**src/rtl/dcache_miss_handler_pkg.sv**
```systemverilog
// dcache_pkg: shared definitions for the data-cache miss handler.
//   - optype codes LB/LW/SB/SW as carried on the miss interface
//   - cache address field positions (index addr[12:2], tag addr[31:13])
//   - FSM state encoding and the packed miss record stored in the queue
package dcache_pkg;

    localparam logic [3:0] LB = 4'd7;
    localparam logic [3:0] LW = 4'd8;
    localparam logic [3:0] SB = 4'd9;
    localparam logic [3:0] SW = 4'd10;

    localparam int IDX_LSB = 2;
    localparam int TAG_LSB = 13;

    typedef enum logic [1:0] {IDLE, REQ, WAIT, RESP} state_t;

    // 6 + 4 + 32 + 32 + 32 = 106 bits
    typedef struct packed {
        logic [5:0]  rd;
        logic [3:0]  op;
        logic [31:0] addr;
        logic [31:0] pc;
        logic [31:0] wdata;
    } miss_t;

    localparam int MISS_W = $bits(miss_t);

    function automatic logic op_valid(input logic [3:0] op);
        return (op == LB) || (op == LW) || (op == SB) || (op == SW);
    endfunction

    function automatic logic op_is_store(input logic [3:0] op);
        return (op == SB) || (op == SW);
    endfunction

    // Byte loads still fetch the whole word so the cache line word can be refilled.
    function automatic logic [3:0] byte_en(input logic [3:0] op, input logic [1:0] off);
        return (op == SB) ? (4'b0001 << off) : 4'hF;
    endfunction

endpackage

```
**src/rtl/dcache_miss_handler_if.sv**
```systemverilog
// Miss-handler bus bundle: miss request in, memory req/gnt/rvalid port,
// load response and cache refill outputs.
//   slave  : handler view (miss_* / mem_gnt / mem_rvalid / mem_rdata in)
//   master : environment view (core + memory side)
interface dcache_miss_handler_if;
    logic        miss_valid;
    logic [3:0]  miss_optype;
    logic [31:0] miss_addr;
    logic [5:0]  miss_reg;
    logic [31:0] miss_pc;
    logic [31:0] miss_wdata;
    logic        miss_ready;

    logic        mem_req;
    logic        mem_we;
    logic [31:0] mem_addr;
    logic [3:0]  mem_be;
    logic [31:0] mem_wdata;
    logic        mem_gnt;
    logic        mem_rvalid;
    logic [31:0] mem_rdata;

    logic        resp_valid;
    logic [5:0]  resp_reg;
    logic [31:0] resp_pc;
    logic [31:0] resp_data;

    logic        fill_en;
    logic [31:0] fill_addr;
    logic [31:0] fill_data;

    modport slave (
        input  miss_valid, miss_optype, miss_addr, miss_reg, miss_pc, miss_wdata,
        output miss_ready,
        output mem_req, mem_we, mem_addr, mem_be, mem_wdata,
        input  mem_gnt, mem_rvalid, mem_rdata,
        output resp_valid, resp_reg, resp_pc, resp_data,
        output fill_en, fill_addr, fill_data
    );

    modport master (
        output miss_valid, miss_optype, miss_addr, miss_reg, miss_pc, miss_wdata,
        input  miss_ready,
        input  mem_req, mem_we, mem_addr, mem_be, mem_wdata,
        output mem_gnt, mem_rvalid, mem_rdata,
        input  resp_valid, resp_reg, resp_pc, resp_data,
        input  fill_en, fill_addr, fill_data
    );
endinterface

```
**src/rtl/dcache_miss_handler_fifo.sv**
```systemverilog
// miss_fifo: synchronous FIFO holding miss records in arrival order.
//   clk, rstn      clock, async active-low reset (empties the queue)
//   push, din      write a record (ignored when full)
//   pop, dout      drop the head (ignored when empty); dout shows the head
//   full, empty    occupancy flags
module miss_fifo #(
    parameter int WIDTH = 106,
    parameter int DEPTH = 4
) (
    input  logic             clk,
    input  logic             rstn,
    input  logic             push,
    input  logic [WIDTH-1:0] din,
    input  logic             pop,
    output logic [WIDTH-1:0] dout,
    output logic             full,
    output logic             empty
);
    localparam int AW = $clog2(DEPTH);

    logic [WIDTH-1:0] mem [DEPTH];
    logic [AW-1:0]    wptr, rptr;
    logic [AW:0]      count;
    logic             do_push, do_pop;

    assign full    = (count == (AW+1)'(DEPTH));
    assign empty   = (count == '0);
    assign do_push = push && !full;
    assign do_pop  = pop && !empty;
    assign dout    = mem[rptr];

    // Storage needs no reset: nothing is read until count says it was written.
    always_ff @(posedge clk) begin
        if (do_push) mem[wptr] <= din;
    end

    always_ff @(posedge clk or negedge rstn) begin
        if (!rstn) begin
            wptr  <= '0;
            rptr  <= '0;
            count <= '0;
        end else begin
            if (do_push) wptr <= wptr + 1'b1;
            if (do_pop)  rptr <= rptr + 1'b1;
            case ({do_push, do_pop})
                2'b10:   count <= count + 1'b1;
                2'b01:   count <= count - 1'b1;
                default: count <= count;
            endcase
        end
    end
endmodule

```
**src/rtl/dcache_miss_handler.sv**
```systemverilog
// dcache_miss_handler: queues data-cache misses and services them in order
// against backing memory. Stores are written through; loads return a
// writeback result and refill the cache word in the same cycle.
//   clk, rstn  clock, async active-low reset
//   mh         miss / memory / response / refill bundle (slave view)
module dcache_miss_handler
    import dcache_pkg::*;
#(
    parameter int DEPTH = 4
) (
    input  logic clk,
    input  logic rstn,
    dcache_miss_handler_if.slave mh
);
    miss_t  in_rec, head;
    logic   full, empty, push, pop;
    state_t state;

    // Request context kept for the response phase (fifo head is still valid
    // during WAIT, but latching keeps the response path off the fifo read mux).
    logic [3:0]  cur_op;
    logic [1:0]  cur_off;
    logic [5:0]  cur_rd;
    logic [31:0] cur_pc;

    assign in_rec = '{rd: mh.miss_reg, op: mh.miss_optype, addr: mh.miss_addr,
                      pc: mh.miss_pc, wdata: mh.miss_wdata};

    // Unknown optypes are accepted (ready high) but never stored.
    assign push = mh.miss_valid && !full && op_valid(mh.miss_optype);
    // Stores retire at grant; loads retire when their response is sent.
    assign pop  = ((state == REQ) && mh.mem_gnt && mh.mem_we) || (state == RESP);
    assign mh.miss_ready = !full;

    miss_fifo #(.WIDTH(MISS_W), .DEPTH(DEPTH)) u_fifo (
        .clk   (clk),
        .rstn  (rstn),
        .push  (push),
        .din   (in_rec),
        .pop   (pop),
        .dout  (head),
        .full  (full),
        .empty (empty)
    );

    always_ff @(posedge clk or negedge rstn) begin
        if (!rstn) begin
            state         <= IDLE;
            cur_op        <= '0;
            cur_off       <= '0;
            cur_rd        <= '0;
            cur_pc        <= '0;
            mh.mem_req    <= 1'b0;
            mh.mem_we     <= 1'b0;
            mh.mem_addr   <= '0;
            mh.mem_be     <= '0;
            mh.mem_wdata  <= '0;
            mh.resp_valid <= 1'b0;
            mh.resp_reg   <= '0;
            mh.resp_pc    <= '0;
            mh.resp_data  <= '0;
            mh.fill_en    <= 1'b0;
            mh.fill_addr  <= '0;
            mh.fill_data  <= '0;
        end else begin
            case (state)
                IDLE: begin
                    if (!empty) begin
                        mh.mem_req   <= 1'b1;
                        mh.mem_we    <= op_is_store(head.op);
                        mh.mem_addr  <= {head.addr[31:2], 2'b00};
                        mh.mem_be    <= byte_en(head.op, head.addr[1:0]);
                        mh.mem_wdata <= (head.op == SB) ? {4{head.wdata[7:0]}} : head.wdata;
                        cur_op       <= head.op;
                        cur_off      <= head.addr[1:0];
                        cur_rd       <= head.rd;
                        cur_pc       <= head.pc;
                        state        <= REQ;
                    end
                end
                REQ: begin
                    if (mh.mem_gnt) begin
                        mh.mem_req <= 1'b0;
                        state      <= mh.mem_we ? IDLE : WAIT;
                    end
                end
                WAIT: begin
                    if (mh.mem_rvalid) begin
                        mh.resp_valid <= 1'b1;
                        mh.fill_en    <= 1'b1;
                        mh.resp_reg   <= cur_rd;
                        mh.resp_pc    <= cur_pc;
                        mh.resp_data  <= (cur_op == LB) ?
                                         {24'b0, mh.mem_rdata[{cur_off, 3'b000} +: 8]} :
                                         mh.mem_rdata;
                        mh.fill_addr  <= mh.mem_addr;
                        mh.fill_data  <= mh.mem_rdata;
                        state         <= RESP;
                    end
                end
                RESP: begin
                    mh.resp_valid <= 1'b0;
                    mh.fill_en    <= 1'b0;
                    state         <= IDLE;
                end
                default: state <= IDLE;
            endcase
        end
    end
endmodule

```
**src/flat_wrapper.sv**
```systemverilog
// flat-port wrapper written by rule: the top's interface ports become plain ports
module dcache_miss_handler_flat import dcache_pkg::*;
#(
    parameter int DEPTH = 4
)
  (clk, rstn, mh_miss_valid, mh_miss_optype, mh_miss_addr, mh_miss_reg, mh_miss_pc, mh_miss_wdata, mh_miss_ready, mh_mem_req, mh_mem_we, mh_mem_addr, mh_mem_be, mh_mem_wdata, mh_mem_gnt, mh_mem_rvalid, mh_mem_rdata, mh_resp_valid, mh_resp_reg, mh_resp_pc, mh_resp_data, mh_fill_en, mh_fill_addr, mh_fill_data);
  dcache_miss_handler_if mh_i ();
  input  logic clk;
  input  logic rstn;
  input wire logic [$bits(mh_i.miss_valid)-1:0] mh_miss_valid;
  input wire logic [$bits(mh_i.miss_optype)-1:0] mh_miss_optype;
  input wire logic [$bits(mh_i.miss_addr)-1:0] mh_miss_addr;
  input wire logic [$bits(mh_i.miss_reg)-1:0] mh_miss_reg;
  input wire logic [$bits(mh_i.miss_pc)-1:0] mh_miss_pc;
  input wire logic [$bits(mh_i.miss_wdata)-1:0] mh_miss_wdata;
  output wire logic [$bits(mh_i.miss_ready)-1:0] mh_miss_ready;
  output wire logic [$bits(mh_i.mem_req)-1:0] mh_mem_req;
  output wire logic [$bits(mh_i.mem_we)-1:0] mh_mem_we;
  output wire logic [$bits(mh_i.mem_addr)-1:0] mh_mem_addr;
  output wire logic [$bits(mh_i.mem_be)-1:0] mh_mem_be;
  output wire logic [$bits(mh_i.mem_wdata)-1:0] mh_mem_wdata;
  input wire logic [$bits(mh_i.mem_gnt)-1:0] mh_mem_gnt;
  input wire logic [$bits(mh_i.mem_rvalid)-1:0] mh_mem_rvalid;
  input wire logic [$bits(mh_i.mem_rdata)-1:0] mh_mem_rdata;
  output wire logic [$bits(mh_i.resp_valid)-1:0] mh_resp_valid;
  output wire logic [$bits(mh_i.resp_reg)-1:0] mh_resp_reg;
  output wire logic [$bits(mh_i.resp_pc)-1:0] mh_resp_pc;
  output wire logic [$bits(mh_i.resp_data)-1:0] mh_resp_data;
  output wire logic [$bits(mh_i.fill_en)-1:0] mh_fill_en;
  output wire logic [$bits(mh_i.fill_addr)-1:0] mh_fill_addr;
  output wire logic [$bits(mh_i.fill_data)-1:0] mh_fill_data;
  assign mh_i.miss_valid = mh_miss_valid;
  assign mh_i.miss_optype = mh_miss_optype;
  assign mh_i.miss_addr = mh_miss_addr;
  assign mh_i.miss_reg = mh_miss_reg;
  assign mh_i.miss_pc = mh_miss_pc;
  assign mh_i.miss_wdata = mh_miss_wdata;
  assign mh_miss_ready = mh_i.miss_ready;
  assign mh_mem_req = mh_i.mem_req;
  assign mh_mem_we = mh_i.mem_we;
  assign mh_mem_addr = mh_i.mem_addr;
  assign mh_mem_be = mh_i.mem_be;
  assign mh_mem_wdata = mh_i.mem_wdata;
  assign mh_i.mem_gnt = mh_mem_gnt;
  assign mh_i.mem_rvalid = mh_mem_rvalid;
  assign mh_i.mem_rdata = mh_mem_rdata;
  assign mh_resp_valid = mh_i.resp_valid;
  assign mh_resp_reg = mh_i.resp_reg;
  assign mh_resp_pc = mh_i.resp_pc;
  assign mh_resp_data = mh_i.resp_data;
  assign mh_fill_en = mh_i.fill_en;
  assign mh_fill_addr = mh_i.fill_addr;
  assign mh_fill_data = mh_i.fill_data;
  dcache_miss_handler #(.DEPTH(DEPTH)) u_core (.clk(clk), .rstn(rstn), .mh(mh_i));
endmodule
```
**config.mk**
```make
export PLATFORM = sky130hd
export DESIGN_NAME = dcache_miss_handler_flat
export DESIGN_NICKNAME = d
export VERILOG_FILES = /design/src/rtl/dcache_miss_handler_pkg.sv /design/src/rtl/dcache_miss_handler_if.sv /design/src/rtl/dcache_miss_handler_fifo.sv /design/src/rtl/dcache_miss_handler.sv /design/src/flat_wrapper.sv
export SDC_FILE = /design/constraint.sdc
export NUM_CORES = 1
export LEC_CHECK = 0
export CAP_MARGIN = 20
export CORE_MARGIN = 2
export CORE_UTILIZATION = 49
export CTS_CLUSTER_DIAMETER = 200
export DETAILED_ROUTE_END_ITERATION = 8
export PLACE_DENSITY_LB_ADDON = 0.15
export REMOVE_ABC_BUFFERS = 1
export SYNTH_ARGS = -nofsm -noshare
export SYNTH_HDL_FRONTEND = slang
export SYNTH_SLANG_ARGS = --single-unit
```
**constraint.sdc**
```tcl
create_clock -name clk -period 3.46 [get_ports clk]
set_input_delay 0.692 -clock clk [delete_from_list [all_inputs] [get_ports clk]]
set_output_delay 0.692 -clock clk [all_outputs]
set_load 0.02 [all_outputs]
```
Word level (Yosys, flattened, before mapping)
Memories as Yosys holds them, arrays and structs flattened.
Index checks and enable logic that the tools add are counted.
Cells by class
  equal/unequal tests: 16
  shift operators: 2
  div/mod/pow operators: 0
  $mul: 0
  mux-type cells: 16
  reduce and logical (&&, ||, !) cells: 23
  $lt $le $gt $ge: 0
  bitwise gates (word level): 1
  add/sub/neg operators: 4
Operators with widths (number)
  two-way mux 32 bit: 2
  variable part select 32 x 6 -> 8 bit: 1
  == test 4 bit (second input constant): 5
  == test 4 x 3 -> 1 bit (second input constant): 2
  two-way mux 2 bit: 4
  one-hot mux 2 bit (4 select lines): 1
  == test 2 bit (second input constant): 3
  logical AND 1 bit: 6
  inequality test 2 bit (second input constant): 3
  one-hot mux 3 bit (2 select lines): 1
  AND reduction 2 bit: 3
  AND reduction 3 bit: 2
  nonzero test 2 bit: 3
  logical OR 1 bit: 5
  two-way mux 1 bit: 5
  adder 2 x 1 -> 2 bit (second input constant): 2
  == test 2 x 1 -> 1 bit (second input constant): 2
  two-way mux 4 bit: 1
  one-hot mux 1 bit (2 select lines): 2
  << shifter 1 x 2 -> 4 bit (first input constant): 1
  adder 3 x 1 -> 3 bit (second input constant): 1
  == test 3 bit (second input constant): 1
  zero test 3 bit: 1
  subtractor 3 x 1 -> 3 bit (second input constant): 1
  other kinds (3): 4
Word-level totals
  output and inout port bits: 207
  word-level logic and storage cells: 82
  latch bits: 0
  bits in read-only memories: 0
  bits of input ports: 143
  RAM bits: 424
  memories kept: 1
  register bits: 254
Memories
  u_core.u_fifo.mem: words 4, bits a word 106, read ports 1, clocked after Yosys merged registers in 0, write ports 1, RTL line dcache_miss_handler_fifo.sv:21  | logic [WIDTH-1:0] mem [DEPTH];

Depth between registers and ports, before layout
Gate-level depths: netlist of run 1.
  depth after elaboration: 8
  mapped depth: 11
  depth with buffers taken out: 10

Hierarchy
From an unflattened synthesis of run 1, not the netlist that was laid out.
Unflattened totals
  cell total of the unflattened synthesis: 1257
  area total of the unflattened synthesis: 25394.4 sq um
Modules (own cells, without submodules)
  miss_fifo: sequential area each 12907.4 sq um, cells an instance 591, area each 15677.5 sq um, times used 1
  dcache_miss_handler: sequential area each 6180.9 sq um, cells an instance 666, area each 9716.8 sq um, times used 1

Worst setup path after synthesis of run 1
No wires, ideal clock.
  path type: input to register
  start: input port mh_miss_optype[3]
  end: memory u_core.u_fifo.mem[0][0], enable pin
  path buffers: 1
  path slack: -0.869 ns
  setup time: 0.477 ns
  data arrival time: 3.852 ns
  stages on the path: 5
  cells stage by stage: a21bo_2 -> o21ai_0 -> and3_1 -> clkbuf_1 -> and2_1
Between the ends
  word-level cells in the longest chain between the ends: 8
Ends and longest elaborated chain
  start: declaration: RTL line flat_wrapper.sv:11  | input wire logic [$bits(mh_i.miss_optype)-1:0] mh_miss_optype;
  == test 4 x 3 -> 1 bit / == test 4 bit (equally long branches): RTL line dcache_miss_handler_pkg.sv:29  | return (op == LB) || (op == LW) || (op == SB) || (op == SW);
  logical OR 1 bit (2 in a row): RTL line dcache_miss_handler_pkg.sv:29
  logical OR 1 bit *: RTL line dcache_miss_handler_pkg.sv:29
  logical AND 1 bit *: RTL line dcache_miss_handler.sv:30  | assign push = mh.miss_valid && !full && op_valid(mh.miss_optype);
  logical AND 1 bit *: RTL line dcache_miss_handler_fifo.sv:28  | assign do_push = push && !full;
  two-way mux 1 bit *: RTL line dcache_miss_handler_fifo.sv:34  | if (do_push) mem[wptr] <= din;
  two-way mux 1 bit (implied by the code) *: RTL line dcache_miss_handler_fifo.sv:34
  end: declaration: RTL line dcache_miss_handler_fifo.sv:21
Every way passes the cells marked *; elsewhere a longest branch is shown, timed or not.

Worst setup path after layout of run 1
  start: register u_core.u_fifo.rptr[0]
  end: register u_core.mh.mem_be[1]
Between the ends
  word-level cells in the longest chain between the ends: 3
Ends and longest elaborated chain
  start: declaration: RTL line dcache_miss_handler_fifo.sv:22  | logic [AW-1:0] wptr, rptr;
  start signal: assignment: RTL line dcache_miss_handler_fifo.sv:44  | if (do_pop) rptr <= rptr + 1'b1;
  memory read (4 x 106 bit) *
  == test 4 bit / << shifter 1 x 2 -> 4 bit (equally long branches): RTL line dcache_miss_handler_pkg.sv:38  | return (op == SB) ? (4'b0001 << off) : 4'hF;
  two-way mux 4 bit *: RTL line dcache_miss_handler_pkg.sv:38
  end signal: assignment: RTL line dcache_miss_handler.sv:72  | mh.mem_be <= byte_en(head.op, head.addr[1:0]);
  end: declaration: RTL line dcache_miss_handler_if.sv:35  | output mem_req, mem_we, mem_addr, mem_be, mem_wdata,
Marked as above.
A chain may end at the register's enable or synchronous reset.

==> results of run 1 <==
[critical path: cells and delay by family (launching register included)]
family / cells / cell delay [ns]
AND/OR/NAND/NOR: 2 / 1.24
multiplexers: 1 / 0.56
flip-flops: 1 / 0.50
AO/OA/AOI/OAI: 1 / 0.13
[routing by layer]
metal  global-route usage  part of all wire  up-vias
met1                0.274              0.41     7022
li1                     -                 -     6065
met2                0.355              0.51      368
met4               0.0700             0.021       20
met3               0.0530             0.062       88
met5                    0            0.0022        -
[where the power goes]
| group | leakage (nW) | internal [W] | total [W] | switching [W] |
|---|---|---|---|---|
| clock | 1.16 | 0.00463 | 0.00764 | 0.00301 |
| sequential | 6.96 | 0.0104 | 0.0114 | 0.00105 |
| combinational | 4.15 | 0.00464 | 0.00960 | 0.00496 |
| total | 12.3 | 0.0196 | 0.0287 | 0.00902 |
[cell usage after synthesis, drive strengths merged]
library cell and n:
a21bo 1, a21o 1, a21oi 4, a22o 24, a2bb2oi 8, and2 5
and3 1, buf 40, clkbuf 40, conb 1, dfrtp 254, edfxtp 424
fa 1, ha 5, inv 6, mux2 103, mux2i 33, mux4 106
nand2 281, nand2b 2, nand3 2, nand3b 1, nand4b 3, nand4bb 1
nor2 11, nor2b 1, nor3 2, nor3b 1, o21ai 36, o22ai 9
o2bb2ai 1, or3 1, xnor2 3, xor2 4
[cells by family after synthesis]
group | count (synthesis) | share of synthesized area
buf+inv | 86 | 0.0158
simple gates | 312 | 0.0487
mux | 242 | 0.153
compound gates | 84 | 0.0222
other cells | 1 | 0.000148
flops | 678 | 0.754
xor+xnor | 7 | 0.00242
fa+ha+maj | 6 | 0.00326
[layout make-up]
| cell class | count | area (um2) | share of cell area |
|---|---|---|---|
| clock buffers | 108 | 2130 | 0.0663 |
| clock inverters | 24 | 254 | 0.00790 |
| well taps | 680 | 851 | 0.0265 |
| diodes | 4 | 10.0 | 0.000311 |
| inverters | 6 | 22.5 | 0.000700 |
| repair buffers | 377 | 3920 | 0.122 |
| flip-flops and latches | 678 | 19100 | 0.594 |
| multi-input cells | 655 | 5870 | 0.183 |
[per-stage QoR]
| stage | setup TNS (ns) | utilization | worst slack, ns | instances |
|---|---|---|---|---|
| after floorplan | -781.33 | - | -3.31 | 1339 |
| after global placement | 0 | 0.581 | 0.375 | 2396 |
| after CTS | 0 | 0.628 | 0.846 | 2528 |
| after global routing | 0 | 0.628 | 0.751 | 2531 |
| final | 0 | 0.628 | 0.889 | 2532 |
| after detailed placement | 0 | 0.581 | 0.353 | 2396 |
[worst paths after layout]
kind | end | cells past startpoint | slack, ns | startpoint
worst max-delay path | u_core.mh.mem_be[1] | 4 | 0.89 | u_core.u_fifo.rptr[0]
worst min-delay path | u_core.mh.mem_wdata[2] | 1 | 0.09 | rstn
worst max register to register | u_core.mh.mem_be[1] | 4 | 0.89 | u_core.u_fifo.rptr[0]
worst min register to register | u_core.cur_pc[27] | 2 | 0.47 | u_core.cur_pc[27]
max in group asynchronous | u_core.u_fifo.rptr[1] | 2 | 2.53 | rstn
min in group clk | u_core.cur_pc[27] | 2 | 0.47 | u_core.cur_pc[27]
==> summary.md, run 1 <==
| Metric | Value |
|---|---|
| Most frequent cells in the layout | `424 x edfxtp_1, 344 x clkdlybuf4s50_1, 281 x nand2_1` |
| CTS tree | `done` |
| Biggest register | `u_core.u_fifo.mem` |
| Row count | `83` |
| WS Path Type | `flop to flop` |
| Critical Path RT | `3.92 ns` |
| CTS max path bufs | `3` |
| Fin. max-slew vios | `0` |
| H-tree depth | `3` |
| Largest fanout on the critical path | `26` |
| Fin Clk Skew | `0.0169 ns` |
| # nets final | `1938` |
| Total wire length | `55.9 mm` |
| FILL cells | `3724` |
| Synth Instances | `1416` |
| Critical Path Sink Type | `flop` |
| Core area | `51200 um2` |
| Wire length per cell | `22.1 um` |
| Max_slew headroom | `0.405` |
| Drt initial violations | `877` |
| Clock-pin slew on the worst setup and hold paths | `0.06 ns` |
| Clock Sink Count | `678` |
| Number of synthesized register bits | `678` |
| Layout cells sized above 1 | `0.194` |
| Overall routing resource usage | `0.212` |
| Seq/Total Area, Yosys | `0.754` |
| TritonCTS buffer count | `71` |
| Period utilization | `0.743` |
| Final Hold Fails | `0` |
| DIE HEIGHT | `231 um` |
| Vias in the first global route | `14300` |
| FMAX | `389 MHz` |
| Fin crit period | `2.57 ns` |
| PwrDens | `891 nW/um2` |
| RSZ-0062 raised after global routing | `no` |
| Status | `finished clean` |
| First-pass GRT wire length | `85.3 mm` |
| Placed inst area | `29800 um2` |
| Area delta synth->final | `27.1%` |
| Yosys Warn Count | `0` |
| Port Buf Inserts | `345` |
| Initial Util | `0.494` |
| CP max stage cell | `nand4bb_4` |
| Actual slew at the worst max-slew pin | `0.890 ns` |
| Post-DP HPWL | `35.4 mm` |
| IO Pins | `350` |
| Most common cell after layout, fill and taps aside | `edfxtp_1` |
| Overflow after GRT | `0` |
| Post-synth top area share | `0.503` |
| Syn avg cell area | `17.9 um2` |
| Initial antenna violation count | `13` |
| Max reg flops | `424` |
| Die Wd | `231 um` |
| Die area | `53500 um2` |
| Final setup violation count | `0` |
| Vias per Instance | `5.36` |
| Clk root buf | `clkbuf_16` |
| Worst-path cell chain | `mux4_2, nand4bb_4, nor2_2, o22ai_1` |
| HP Class | `primary input to async pin` |
| Routed vias | `13600` |
| Post-CTS resize count | `0` |
| Post-CTS Setup Inserts | `0` |
| Drt drc | `0` |
| Largest net degree at the start of global routing | `103` |
| CP startpoint kind | `flop` |
| Worst-Skew Late Latency | `0.60 ns` |
| Total power after layout | `0.0287 W` |
| Hold_buf cts | `0` |
| Post-Synthesis Cell Area | `25300 um2` |
| WHS | `0.0916 ns` |
| Crit path largest cell delay | `0.84 ns` |
| DR pass1 iterations | `7` |
| Arrival time worst endpoint | `3.03 ns` |
| Area leader, netlist | `edfxtp_1` |
| Post-DRT Antenna Nets | `0` |
| Gp weighted congestion | `0.805` |
| Cell area after layout | `32200 um2` |
| Number of max-cap violations | `0` |
| Cell variety after synth | `39` |
| Largest cells by area after synthesis | `edfxtp_1 50%, dfrtp_1 25%, mux4_2 9.4%` |
| Leak pwr | `12.3 nW` |
| Peak VDD IR | `0.835 mV` |
Note: power is estimated with default switching activity, not from simulation.
==> run 2: changes to the inputs <==
Settings changed: CORE_UTILIZATION 49 to 55.
Clock period 3.46 ns to 2.5 ns, I/O delays scaled along.
==> run 2 against run 1 <==
Against the previous run: cell area barely moved; total power rose by 37%; sequential power rose by 39%; clock skew rose by 0.0046 ns; largest power group unchanged; worst setup slack got worse by 0.69 ns; utilization rose by 8.1 points; critical path depth fell by 1; highest routed layer unchanged; first-iteration DRC count rose by 19%; final cell count fell by 2.6%; clock power rose by 28%; non-clock buffer count rose by 26; count of clock-buffer cells in the layout fell by 5.
==> summary.md, run 2 (synthesis gave the netlist of run 1 again) <==
| Metric | Value |
|---|---|
| Most common cell after layout, fill and taps aside | `edfxtp_1` |
| Post-CTS resize count | `0` |
| Drt drc | `0` |
| Largest net degree at the start of global routing | `104` |
| Crit path largest cell delay | `0.61 ns` |
| H-tree depth | `3` |
| Worst-Skew Late Latency | `0.58 ns` |
| Actual slew at the worst max-slew pin | `0.664 ns` |
| Overall routing resource usage | `0.233` |
| Final Hold Fails | `0` |
| Initial antenna violation count | `5` |
| CTS max path bufs | `3` |
| Gp weighted congestion | `0.866` |
| Reg2Reg Setup Slack | `0.38 ns` |
| Clock-pin slew on the worst setup and hold paths | `0.06 ns` |
| Vias in the first global route | `14300` |
| Biggest register | `u_core.u_fifo.mem` |
| PwrDens | `1220 nW/um2` |
| IO Pins | `350` |
| # nets final | `1962` |
| Max_slew headroom | `0.557` |
| Arrival time worst endpoint | `1.80 ns` |
| Most frequent cells in the layout | `424 x edfxtp_1, 344 x clkdlybuf4s50_1, 281 x nand2_1` |
| Total wire length | `54.2 mm` |
| Final setup violation count | `0` |
| CP delay by family, top | `buffers and inverters` |
| Die area | `47700 um2` |
| Largest fanout on the critical path | `3` |
| Period utilization | `0.920` |
| Worst-path cell chain | `inv_1, nand3_1, clkdlybuf4s50_1` |
| Row count | `78` |
| Drt initial violations | `1046` |
| FMAX | `435 MHz` |
| Post-DP HPWL | `34.8 mm` |
| Max reg flops | `424` |
| Leak pwr | `12.3 nW` |
| WS Path Type | `flop to primary output` |
| Overflow after GRT | `0` |
| Vias per Instance | `5.50` |
| Critical Path RT | `2.00 ns` |
| First-pass GRT wire length | `83.5 mm` |
| Critical Path Sink Type | `primary output` |
| Cell area after layout | `32200 um2` |
| Peak VDD IR | `0.827 mV` |
| HP Class | `primary input to async pin` |
| Buffers & Inverters on Critical Path | `2` |
| DR pass1 iterations | `5` |
| Fin Clk Skew | `0.0216 ns` |
| # diodes | `0` |
| Placed insts | `2341` |
| Number of max-cap violations | `0` |
| CP startpoint kind | `flop` |
| Wire length per cell | `22.0 um` |
| CP max stage cell | `clkdlybuf4s50_1` |
| Port Buf Inserts | `345` |
| WHS | `0.416 ns` |
| FILL cells | `2930` |
| Area delta synth->final | `27.1%` |
| Core area | `45400 um2` |
| Initial Util | `0.558` |
| Clock Sink Count | `678` |
| Die Wd | `219 um` |
| DIE HEIGHT | `219 um` |
| Post-DRT Antenna Nets | `0` |
| Fin. max-slew vios | `0` |
| TritonCTS buffer count | `69` |
| Finished Layout Cells | `2465` |
| Status | `finished clean` |
| CTS tree | `done` |
| Placed inst area | `30000 um2` |
| Routed vias | `13600` |
| RSZ-0062 raised after global routing | `no` |
| Fin crit period | `2.30 ns` |
| Layout cells sized above 1 | `0.199` |
| Clk root buf | `clkbuf_16` |
run 2: cell types whose count changed in the layout (fill, tap and decap cells not counted), sizes merged, moves of 3 or more:
cell | before | now
buf | 33 | 58
clkbuf | 108 | 103
diode | 4 | 0
bufinv | 5 | 2
clkinv | 13 | 16
inv | 9 | 6
run 2: what timing repair did:
action                                 4_1_cts  5_1_grt
hold buffers                                 1        0
endpoints found under the hold margin       38        0
buffers inserted                             0        0
run 2: path summary, 6_finish.rpt:
kind                                              from                     end  cells after the start
worst max-delay path            u_core.u_fifo.count[0]           mh_miss_ready                      3
worst min-delay path                              rstn   u_core.mh.resp_pc[20]                      2
worst max register to register   u_core.u_fifo.rptr[0]  u_core.mh.mem_wdata[9]                      5
worst min register to register       u_core.cur_pc[26]       u_core.cur_pc[26]                      2
max in group asynchronous                         rstn  u_core.mh.mem_wdata[1]                      3
min in group clk                     u_core.cur_pc[26]       u_core.cur_pc[26]                      2
run 2: metrics by stage:
stage	setup WS [ns]	setup TNS (ns)	power, W	util
finish	0.199	0	0.0392	0.709
global route	0.115	0	0.0412	0.709
CTS	0.160	0	0.0397	0.709
detailed placement	-0.132	-19.07	0.0298	0.661
global placement	-0.130	-18.69	0.0295	0.661
floorplan	-4.27	-1317.59	0.0233	-
run 2: layout make-up:
type / instances / area [um2] / share of cell area
clock buffer: 103 / 2010 / 0.0625
clock inverter: 20 / 148 / 0.00459
inverter: 6 / 22.5 / 0.000700
multi-input combinational: 655 / 5860 / 0.182
sequential: 678 / 19100 / 0.594
tap: 600 / 751 / 0.0233
timing repair buffer: 403 / 4280 / 0.133
run 2: routing by layer:
metal	global-route usage	vias to the layer above	wire (um)
met5	0	-	70
met2	0.393	423	27200
met1	0.301	6929	21700
li1	-	6092	-
met3	0.0509	112	3540
met4	0.0853	10	1680
run 2: worst reg2reg max path: stages (launching register included):
cell     delay, ns
dfrtp_4       0.48
buf_12        0.24
buf_12        0.28
mux4_2        0.61
mux2i_1       0.25
o21ai_0       0.12
run 2: report_power, final:
group          switching (W)  internal [W]  total [W]
registers            0.00144        0.0144     0.0158
clock network        0.00404       0.00576    0.00979
logic                0.00691       0.00671     0.0136
total                 0.0124        0.0268     0.0392
